--- src/rtl/sequenciador_notas.sv ---
// Synchronizes, debounces and priority-encodes seven note keys plus a tone key into {TOM_module, NOTAS}.
// Define SEQ_PLAYBACK_EN to build the 8-entry record/playback buffer (GRAVAR/TOCAR/LIMPAR, CHEIO, TOCANDO).
module sequenciador_notas #(
    parameter int DEBOUNCE_CICLOS = 16,
    parameter int PASSO_CICLOS    = 64
) (
    input  logic       CLK,
    input  logic       RST,
    input  logic [6:0] TECLAS,
    input  logic       TECLA_TOM,
    input  logic       GRAVAR,
    input  logic       TOCAR,
    input  logic       LIMPAR,
    output logic [2:0] NOTAS,
    output logic       TOM_module,
    output logic       VALIDO,
    output logic       CHEIO,
    output logic       TOCANDO
);
    localparam int CW  = $clog2(DEBOUNCE_CICLOS) + 1;
    localparam int LIM = (DEBOUNCE_CICLOS >= 2) ? DEBOUNCE_CICLOS - 2 : 0;

    typedef enum logic [1:0] {S_OCIOSO, S_FILTRANDO, S_SEGURANDO, S_TOCANDO} estado_t;

    estado_t        state;
    logic [7:0]     sync1, sync2;
    logic [3:0]     latched;
    logic [CW-1:0]  cnt;
    logic [2:0]     code;
    logic           none;
    logic [3:0]     cand;
    logic           filt_done;
    logic           accept;
    logic           play_start;

    always_ff @(posedge CLK or posedge RST) begin
        if (RST) begin
            sync1 <= '0;
            sync2 <= '0;
        end else begin
            sync1 <= {TECLA_TOM, TECLAS};
            sync2 <= sync1;
        end
    end

    always_comb begin
        code = 3'd0;
        for (int i = 6; i >= 0; i--) begin
            if (sync2[i]) code = 3'(i);
        end
    end

    assign none      = ~|sync2[6:0];
    assign cand      = {sync2[7], code};
    // Entering FILTRANDO already counts as the first stable cycle, hence the D-2 limit.
    assign filt_done = (DEBOUNCE_CICLOS <= 1) || (cnt == CW'(LIM));
    assign accept    = !none && (((state == S_FILTRANDO) && (cand == latched) && filt_done) ||
                                 ((state == S_OCIOSO) && (DEBOUNCE_CICLOS == 1) && !play_start));

`ifdef SEQ_PLAYBACK_EN
    localparam int PW = $clog2(PASSO_CICLOS) + 1;

    logic          toc1, toc2, toc3;
    logic [3:0]    mem [8];
    logic [3:0]    count;
    logic [2:0]    idx;
    logic [PW-1:0] passo;
    logic          wr_en;
    logic          last_step;

    assign play_start = (state == S_OCIOSO) && toc2 && !toc3 && (count != 4'd0) && !LIMPAR;
    assign wr_en      = accept && GRAVAR && !LIMPAR && (count != 4'd8);
    assign last_step  = (({1'b0, idx} + 4'd1) == count);

    always_ff @(posedge CLK) begin
        if (wr_en) mem[count[2:0]] <= cand;
    end

    always_ff @(posedge CLK or posedge RST) begin
        if (RST) begin
            toc1  <= 1'b0;
            toc2  <= 1'b0;
            toc3  <= 1'b0;
            count <= 4'd0;
            CHEIO <= 1'b0;
        end else begin
            toc1 <= TOCAR;
            toc2 <= toc1;
            toc3 <= toc2;
            if (LIMPAR) begin
                count <= 4'd0;
                CHEIO <= 1'b0;
            end else if (wr_en) begin
                count <= count + 4'd1;
                CHEIO <= (count == 4'd7);
            end
        end
    end
`else
    logic unused_ctrl;

    assign play_start  = 1'b0;
    assign CHEIO       = 1'b0;
    assign TOCANDO     = 1'b0;
    assign unused_ctrl = &{1'b0, GRAVAR, TOCAR, LIMPAR, PASSO_CICLOS[0]};
`endif

    always_ff @(posedge CLK or posedge RST) begin
        if (RST) begin
            state      <= S_OCIOSO;
            latched    <= 4'd0;
            cnt        <= '0;
            NOTAS      <= 3'd0;
            TOM_module <= 1'b0;
            VALIDO     <= 1'b0;
`ifdef SEQ_PLAYBACK_EN
            idx        <= 3'd0;
            passo      <= '0;
            TOCANDO    <= 1'b0;
`endif
        end else begin
            case (state)
                S_OCIOSO: begin
`ifdef SEQ_PLAYBACK_EN
                    if (play_start) begin
                        state                <= S_TOCANDO;
                        idx                  <= 3'd0;
                        passo                <= '0;
                        {TOM_module, NOTAS}  <= mem[0];
                        VALIDO               <= 1'b1;
                        TOCANDO              <= 1'b1;
                    end else
`endif
                    if (accept) begin
                        state               <= S_SEGURANDO;
                        latched             <= cand;
                        {TOM_module, NOTAS} <= cand;
                        VALIDO              <= 1'b1;
                    end else if (!none) begin
                        state   <= S_FILTRANDO;
                        latched <= cand;
                        cnt     <= '0;
                    end
                end
                S_FILTRANDO: begin
                    if (none) begin
                        state <= S_OCIOSO;
                    end else if (cand != latched) begin
                        latched <= cand;
                        cnt     <= '0;
                    end else if (filt_done) begin
                        state               <= S_SEGURANDO;
                        {TOM_module, NOTAS} <= cand;
                        VALIDO              <= 1'b1;
                    end else begin
                        cnt <= cnt + CW'(1);
                    end
                end
                S_SEGURANDO: begin
                    if (none) begin
                        state  <= S_OCIOSO;
                        VALIDO <= 1'b0;
                    end else if (cand != latched) begin
                        state   <= S_FILTRANDO;
                        latched <= cand;
                        cnt     <= '0;
                        VALIDO  <= 1'b0;
                    end
                end
                S_TOCANDO: begin
`ifdef SEQ_PLAYBACK_EN
                    if (LIMPAR) begin
                        state   <= S_OCIOSO;
                        VALIDO  <= 1'b0;
                        TOCANDO <= 1'b0;
                    end else if (passo == PW'(PASSO_CICLOS - 1)) begin
                        passo <= '0;
                        if (last_step) begin
                            state   <= S_OCIOSO;
                            VALIDO  <= 1'b0;
                            TOCANDO <= 1'b0;
                        end else begin
                            idx                 <= idx + 3'd1;
                            {TOM_module, NOTAS} <= mem[idx + 3'd1];
                        end
                    end else begin
                        passo <= passo + PW'(1);
                    end
`else
                    state <= S_OCIOSO;
`endif
                end
            endcase
        end
    end
endmodule

--- config.mk ---
export PLATFORM = sky130hd
export DESIGN_NAME = sequenciador_notas
export DESIGN_NICKNAME = d
export VERILOG_FILES = /design/src/rtl/sequenciador_notas.sv
export SDC_FILE = /design/constraint.sdc
export NUM_CORES = 1
export LEC_CHECK = 0
export BUFFER_PORTS_ARGS = -buffer_cell sky130_fd_sc_hd__buf_4
export CORE_MARGIN = 4
export CORE_UTILIZATION = 45
export CTS_CLUSTER_DIAMETER = 40
export DETAILED_ROUTE_END_ITERATION = 7
export SLEW_MARGIN = 40
export SYNTH_ARGS = -nofsm -noshare
export SYNTH_HDL_FRONTEND = slang
export SYNTH_SLANG_ARGS = --single-unit
--- constraint.sdc ---
create_clock -name CLK -period 3.6 [get_ports CLK]
set_clock_uncertainty 0.1 [all_clocks]
set_input_delay 0.18 -clock CLK [delete_from_list [all_inputs] [get_ports CLK]]
set_output_delay 0.18 -clock CLK [all_outputs]
set_load 0.1 [all_outputs]
==> flow_metrics.tcl, run 1 <==
set metrics [dict create \
    startpoint_type "flip-flop" \
    wl_met2_mm 1.639 \
    grtUsageTotal 0.1638 \
    arrival_ps 2480 \
    hold_class "reg -> reg" \
    cts_setup_buffers 0 \
    ys_warn_count 0 \
    clock_path_buffers 2 \
    max_slew_margin 0.5382 \
    synth-edff-count 0 \
    cp-end-kind "flip-flop" \
    worst_slew_pin_slew_ps 687.4 \
    cp_max_fo 11 \
    max_freq_mhz 411.1 \
    antenna_found_initial 0 \
    dieArea_sq_um 4814 \
    drt_iter0_markers 105 \
    cts_tree "built" \
    vdd_ir_drop_max_uv 288.9 \
    die_y_microns 69.38 \
    tns_ps 0 \
    yosysSeqAreaShare 0.4723 \
    slew_viol_final 0 \
    drt-met1-wl_mm 1.595 \
    cts.clk_slew.worst_paths_ps 70 \
    antenna-diode-count 0 \
    start_util 0.4631 \
    io-pin-count 20 \
    drive_above_1_share 0.2065 \
    via_count 1339 \
    drc 0 \
    grt_pass1_vias 1342 \
    crit_type "reg -> reg" \
    num_rows 22 \
    mostFrequentLayoutCell "dfrtp_1" \
    core_area_sq_um 3661 \
    grt_pass1_wl_mm 6.354 \
    rsz0062_at_grt "false" \
    synth_flop_cell "dfrtp_1" \
    area_delta_synth_final_pct 18.01 \
    place_congestion 0.9087 \
    nNetsFinal 203 \
    final_cell_mix "32 x dfrtp_1, 17 x buf_4, 9 x inv_1, 9 x nand2_1, 9 x dlygate4sd3_1" \
    leakage_nw 0.8665 \
    htreeDepth 2 \
    multi_input_comb_area_sq_um 807.0 \
    power_density_nw_per_um2 550.7 \
    setup_ws_ps 1168 \
    root_buffer "clkbuf_8" \
    grt_max_degree 33 \
    dp_slack_ps 1203 \
    ant_nets 0 \
    register_area_sq_um 800.8 \
    finalPower_mw 1.102 \
    hpwlAfterDp_mm 2.483 \
    gr-total-overflow 0 \
    numCtsBuffers 5 \
    wl_per_cell_microns 15.16 \
    ys_ff_latch 32 \
    syn-instance-count 159 \
    die_w_microns 69.38 \
    ctsResizeCount 0 \
    min_period_ps 2432 \
    fill_cells 329 \
    wl_met3_microns 209 \
    ys_types 56 \
    postSynthAreaPerCell_sq_um 10.66 \
    port_buffers 14 \
    ys_async_sr_fraction 1.000 \
    max_cap_violations 0 \
    clkLatencyLatePin_ps 280 \
    top_layer "met4" \
    syn_area_sq_um 1695 \
    drt_first_pass_iters 4 \
    crit_required_ps 3650 \
    hold_viol 0 \
    wirelength_mm 3.518 \
    vias_per_cell 5.772 \
    setup_violations 0 \
    post-route-period-util 0.6757 \
    status "finished, final reports clean" \
    numClockSinks 32 \
]
[logic make-up after synthesis]
family,after synthesis,synth area share
fa+ha+maj,6,0.04428
simple gates,49,0.1683
flops,32,0.4723
buf+inv,19,0.05829
xor+xnor,2,0.01033
compound gates,47,0.2207
other cells,1,0.002212
mux,3,0.02362
[worst max-delay path, cell delays in order, from the launching register on]
cell and delay [ps]:
dfrtp_1 400, inv_1 90, ha_1 320, or2_1 290
a31oi_1 330, nor2_1 90, a311oi_2 490, o221ai_1 170
[stage by stage]
step / instance area, sq um / hold WS (ps) / util / cells
2_1_floorplan: 1699 / 111.4 / - / 160
3_3_place_gp: 1826 / 189.8 / 0.4986 / 216
3_5_place_dp: 1833 / 190.4 / 0.5007 / 216
4_1_cts: 2001 / 248.6 / 0.5465 / 232
5_1_grt: 2001 / 254.5 / 0.5465 / 232
6_report: 2001 / 246.8 / 0.5465 / 232
[final cells by class]
class,count,share of cell area
Inverter,10,0.01876
Tap cell,48,0.03002
Multi-Input combinational cell,109,0.4034
Sequential cell,32,0.4002
Clock inverter,1,0.002502
Clock buffer,6,0.03627
Timing Repair Buffer,26,0.1088
[report_power, final]
part / switching, mW / leakage [nW] / total (mW) / internal, mW
Sequential: 0.0377 / 0.397 / 0.437 / 0.400
Combinational: 0.256 / 0.429 / 0.411 / 0.156
Clock: 0.122 / 0.0410 / 0.253 / 0.131
Total: 0.415 / 0.866 / 1.10 / 0.686
[synth_stat cells (all sizes together), types with 2 or more instances]
library cell | instances | share of area
a211o | 2 | 0.010
a21o | 3 | 0.013
a21oi | 5 | 0.017
a2bb2oi | 2 | 0.010
a311o | 2 | 0.012
a311oi | 2 | 0.014
a31o | 3 | 0.016
a31oi | 5 | 0.018
and3 | 2 | 0.0074
buf | 6 | 0.030
clkbuf | 3 | 0.0066
dfrtp | 32 | 0.47
ha | 6 | 0.044
inv | 9 | 0.020
mux2 | 2 | 0.018
nand2 | 10 | 0.024
nand2b | 2 | 0.0074
nand3 | 7 | 0.028
nor2 | 7 | 0.016
nor3 | 8 | 0.024
nor4 | 3 | 0.020
o211ai | 4 | 0.018
o21a | 2 | 0.0089
o21ai | 6 | 0.018
o22ai | 2 | 0.0074
o32ai | 2 | 0.010
or3 | 2 | 0.0074
[final timing paths]
path,cells past startpoint,to,slack [ps],start
min reg2reg,0,sync2[2],250,sync1[2]
min in group asynchronous,4,cnt[2],440,RST
max in group asynchronous,4,state[0],2660,RST
max reg2reg,7,cnt[0],1170,state[1]
max,7,cnt[0],1170,state[1]
min,0,sync2[2],250,sync1[2]
[registers in the layout (all words and copies together) (netlist names)]
signal      cells
NOTAS           3
TOM_module      1
VALIDO          1
cnt             5
latched         4
state           2
sync1           8
sync2           8
[metal layers]
| layer | up-vias | global-route usage |
|---|---|---|
| met2 | 53 | 0.2415 |
| met1 | 647 | 0.2283 |
| met4 | 0 | 0.07158 |
| met3 | 9 | 0.03913 |
| met5 | - | 0 |
| li1 | 630 | - |
[what timing repair did]
| item | 4_1_cts | 5_1_grt |
|---|---|---|
| hold endpoints to repair | 40 | 0 |
| setup endpoints to repair | 0 | 0 |
| hold buffers | 9 | 0 |
Power figures use the tool's default switching activity.
==> run 2, diff against run 1 <==
PLACE_DENSITY = 0.67   (was not set)
clock period = 2.2 ns   (was 3.6 ns; I/O delays follow)
==> flow_metrics.tcl, run 2 (synthesis gave the netlist of run 1 again) <==
set metrics [dict create \
    mostFrequentLayoutCell "buf_4" \
    cts.clk_slew.worst_paths_ps 70 \
    min_period_ps 2207 \
    r2r_slack_ps -7 \
    status "finished, violations left" \
    core_area_sq_um 3661 \
    place_inst 229 \
    max_cap_violations 0 \
    nNetsFinal 221 \
    startpoint_type "flip-flop" \
    root_buffer "clkbuf_8" \
    final_cell_mix "34 x buf_4, 31 x dfrtp_1, 9 x inv_1, 9 x nand2_1, 9 x dlygate4sd3_1" \
    numCtsBuffers 5 \
    fill_cells 295 \
    drt_first_pass_iters 4 \
    dieArea_sq_um 4814 \
    cp-end-kind "flip-flop" \
    post-route-period-util 1.003 \
    htreeDepth 2 \
    vias_per_cell 5.829 \
    die_w_microns 69.38 \
    grtUsageTotal 0.1783 \
    area_delta_synth_final_pct 31.07 \
    drt_iter0_markers 117 \
    ant_nets 0 \
    numClockSinks 32 \
    grt_pass1_wl_mm 6.851 \
    max_freq_mhz 453.0 \
    via_count 1463 \
    violations "setup timing" \
    arrival_ps 2280 \
    rsz0062_at_grt "true" \
    wirelength_mm 4.158 \
    num_rows 22 \
    wl_per_cell_microns 16.57 \
    antenna-diode-count 0 \
    top_regs "sync1 x8, sync2 x8, cnt x5" \
    port_buffers 14 \
    hold_path_end "sync2[3]" \
    hold_viol 0 \
    antenna_found_initial 0 \
    fin_util 0.6070 \
    rr_worst_depth 7 \
    reg2reg_to "cnt[0]" \
    clkLatencyLatePin_ps 280 \
    cts_tree "built" \
    drc 0 \
    hold_depth 0 \
    vdd_ir_drop_max_uv 480.7 \
    hold_class "reg -> reg" \
    crit_required_ps 2270 \
    die_y_microns 69.38 \
    grt_pass1_vias 1464 \
    io-pin-count 20 \
    clock_path_buffers 2 \
    hpwlAfterDp_mm 2.777 \
    timing.rr.start "sync2[5]" \
    place_congestion 0.8473 \
    fin_cells 251 \
    drive_above_1_share 0.3202 \
    cp_max_fo 5 \
    leakage_nw 0.9640 \
    start_util 0.4631 \
    grt_max_degree 33 \
    setup_violations 2 \
    gr-total-overflow 0 \
    setup_ws_ps -7.301 \
    slew_viol_final 0 \
    power_density_nw_per_um2 945.2 \
    worst_hold_startpoint "sync1[3]" \
    crit_type "reg -> reg" \
]
## run 2: how the worst max path moves through the flow
stage | from | to
6_report | sync2[5] | cnt[0]
2_1_floorplan | sync2[4] | NOTAS[0]
3_5_place_dp | sync2[4] | TOM_module
3_3_place_gp | sync2[4] | TOM_module
5_1_grt | sync2[6] | TOM_module
4_1_cts | sync2[4] | TOM_module
## run 2: cell type report
| type | count | area (sq um) | area share |
|---|---|---|---|
| Multi-Input combinational cell | 109 | 873.3 | 0.3930 |
| Sequential cell | 32 | 802.0 | 0.3609 |
| Timing Repair Buffer | 44 | 356.6 | 0.1605 |
| Clock buffer | 5 | 68.82 | 0.03097 |
| Tap cell | 48 | 60.06 | 0.02703 |
| Inverter | 10 | 37.54 | 0.01689 |
| Clock inverter | 3 | 23.77 | 0.01070 |
## run 2: power breakdown
| part | internal, mW | leakage, nW | switching (mW) |
|---|---|---|---|
| Combinational | 0.404 | 0.528 | 0.524 |
| Clock | 0.223 | 0.0404 | 0.228 |
| Sequential | 0.654 | 0.396 | 0.0674 |
## run 2: what timing repair did
item | in CTS | in global routing
hold endpoints to repair | 40 | 0
setup buffers | 4 | 1
endpoints found under the setup margin | 5 | 14
pin swaps | 3 | 7
gates resized for setup | 4 | 8
hold buffers | 9 | 0
gates cloned | 0 | 0
## run 2: stage by stage
step	setup WS [ps]	power [mW]	instance area (sq um)	setup TNS, ps	hold slack [ps]
after floorplan	120.4	1.266	1699	0	41.43
after global placement	-5.226	1.417	1923	-10.43	114.8
after detailed placement	-67.41	1.451	1923	-170.2	120.3
after CTS	7.380	1.994	2161	0	253.9
after global routing	-66.80	2.225	2222	-587.0	264.6
final	-7.301	2.100	2222	-7.647	250.6
## run 2: worst max-delay path, stage by stage, from the launching register on
cell and delay [ps]:
dfrtp_1 400, or3b_4 440, a2111oi_4 440, a211oi_4 90, buf_4 150, a311oi_2 180
buf_4 190, o221ai_2 90
## run 2: per-layer routing
metal  GRT usage  wire length [microns]  share of wire
met1      0.2231                   1729           0.42
met2      0.2871                   2110           0.51
met3     0.04783                    231          0.056
met4     0.08026                     87          0.021
met5           0                      0              0
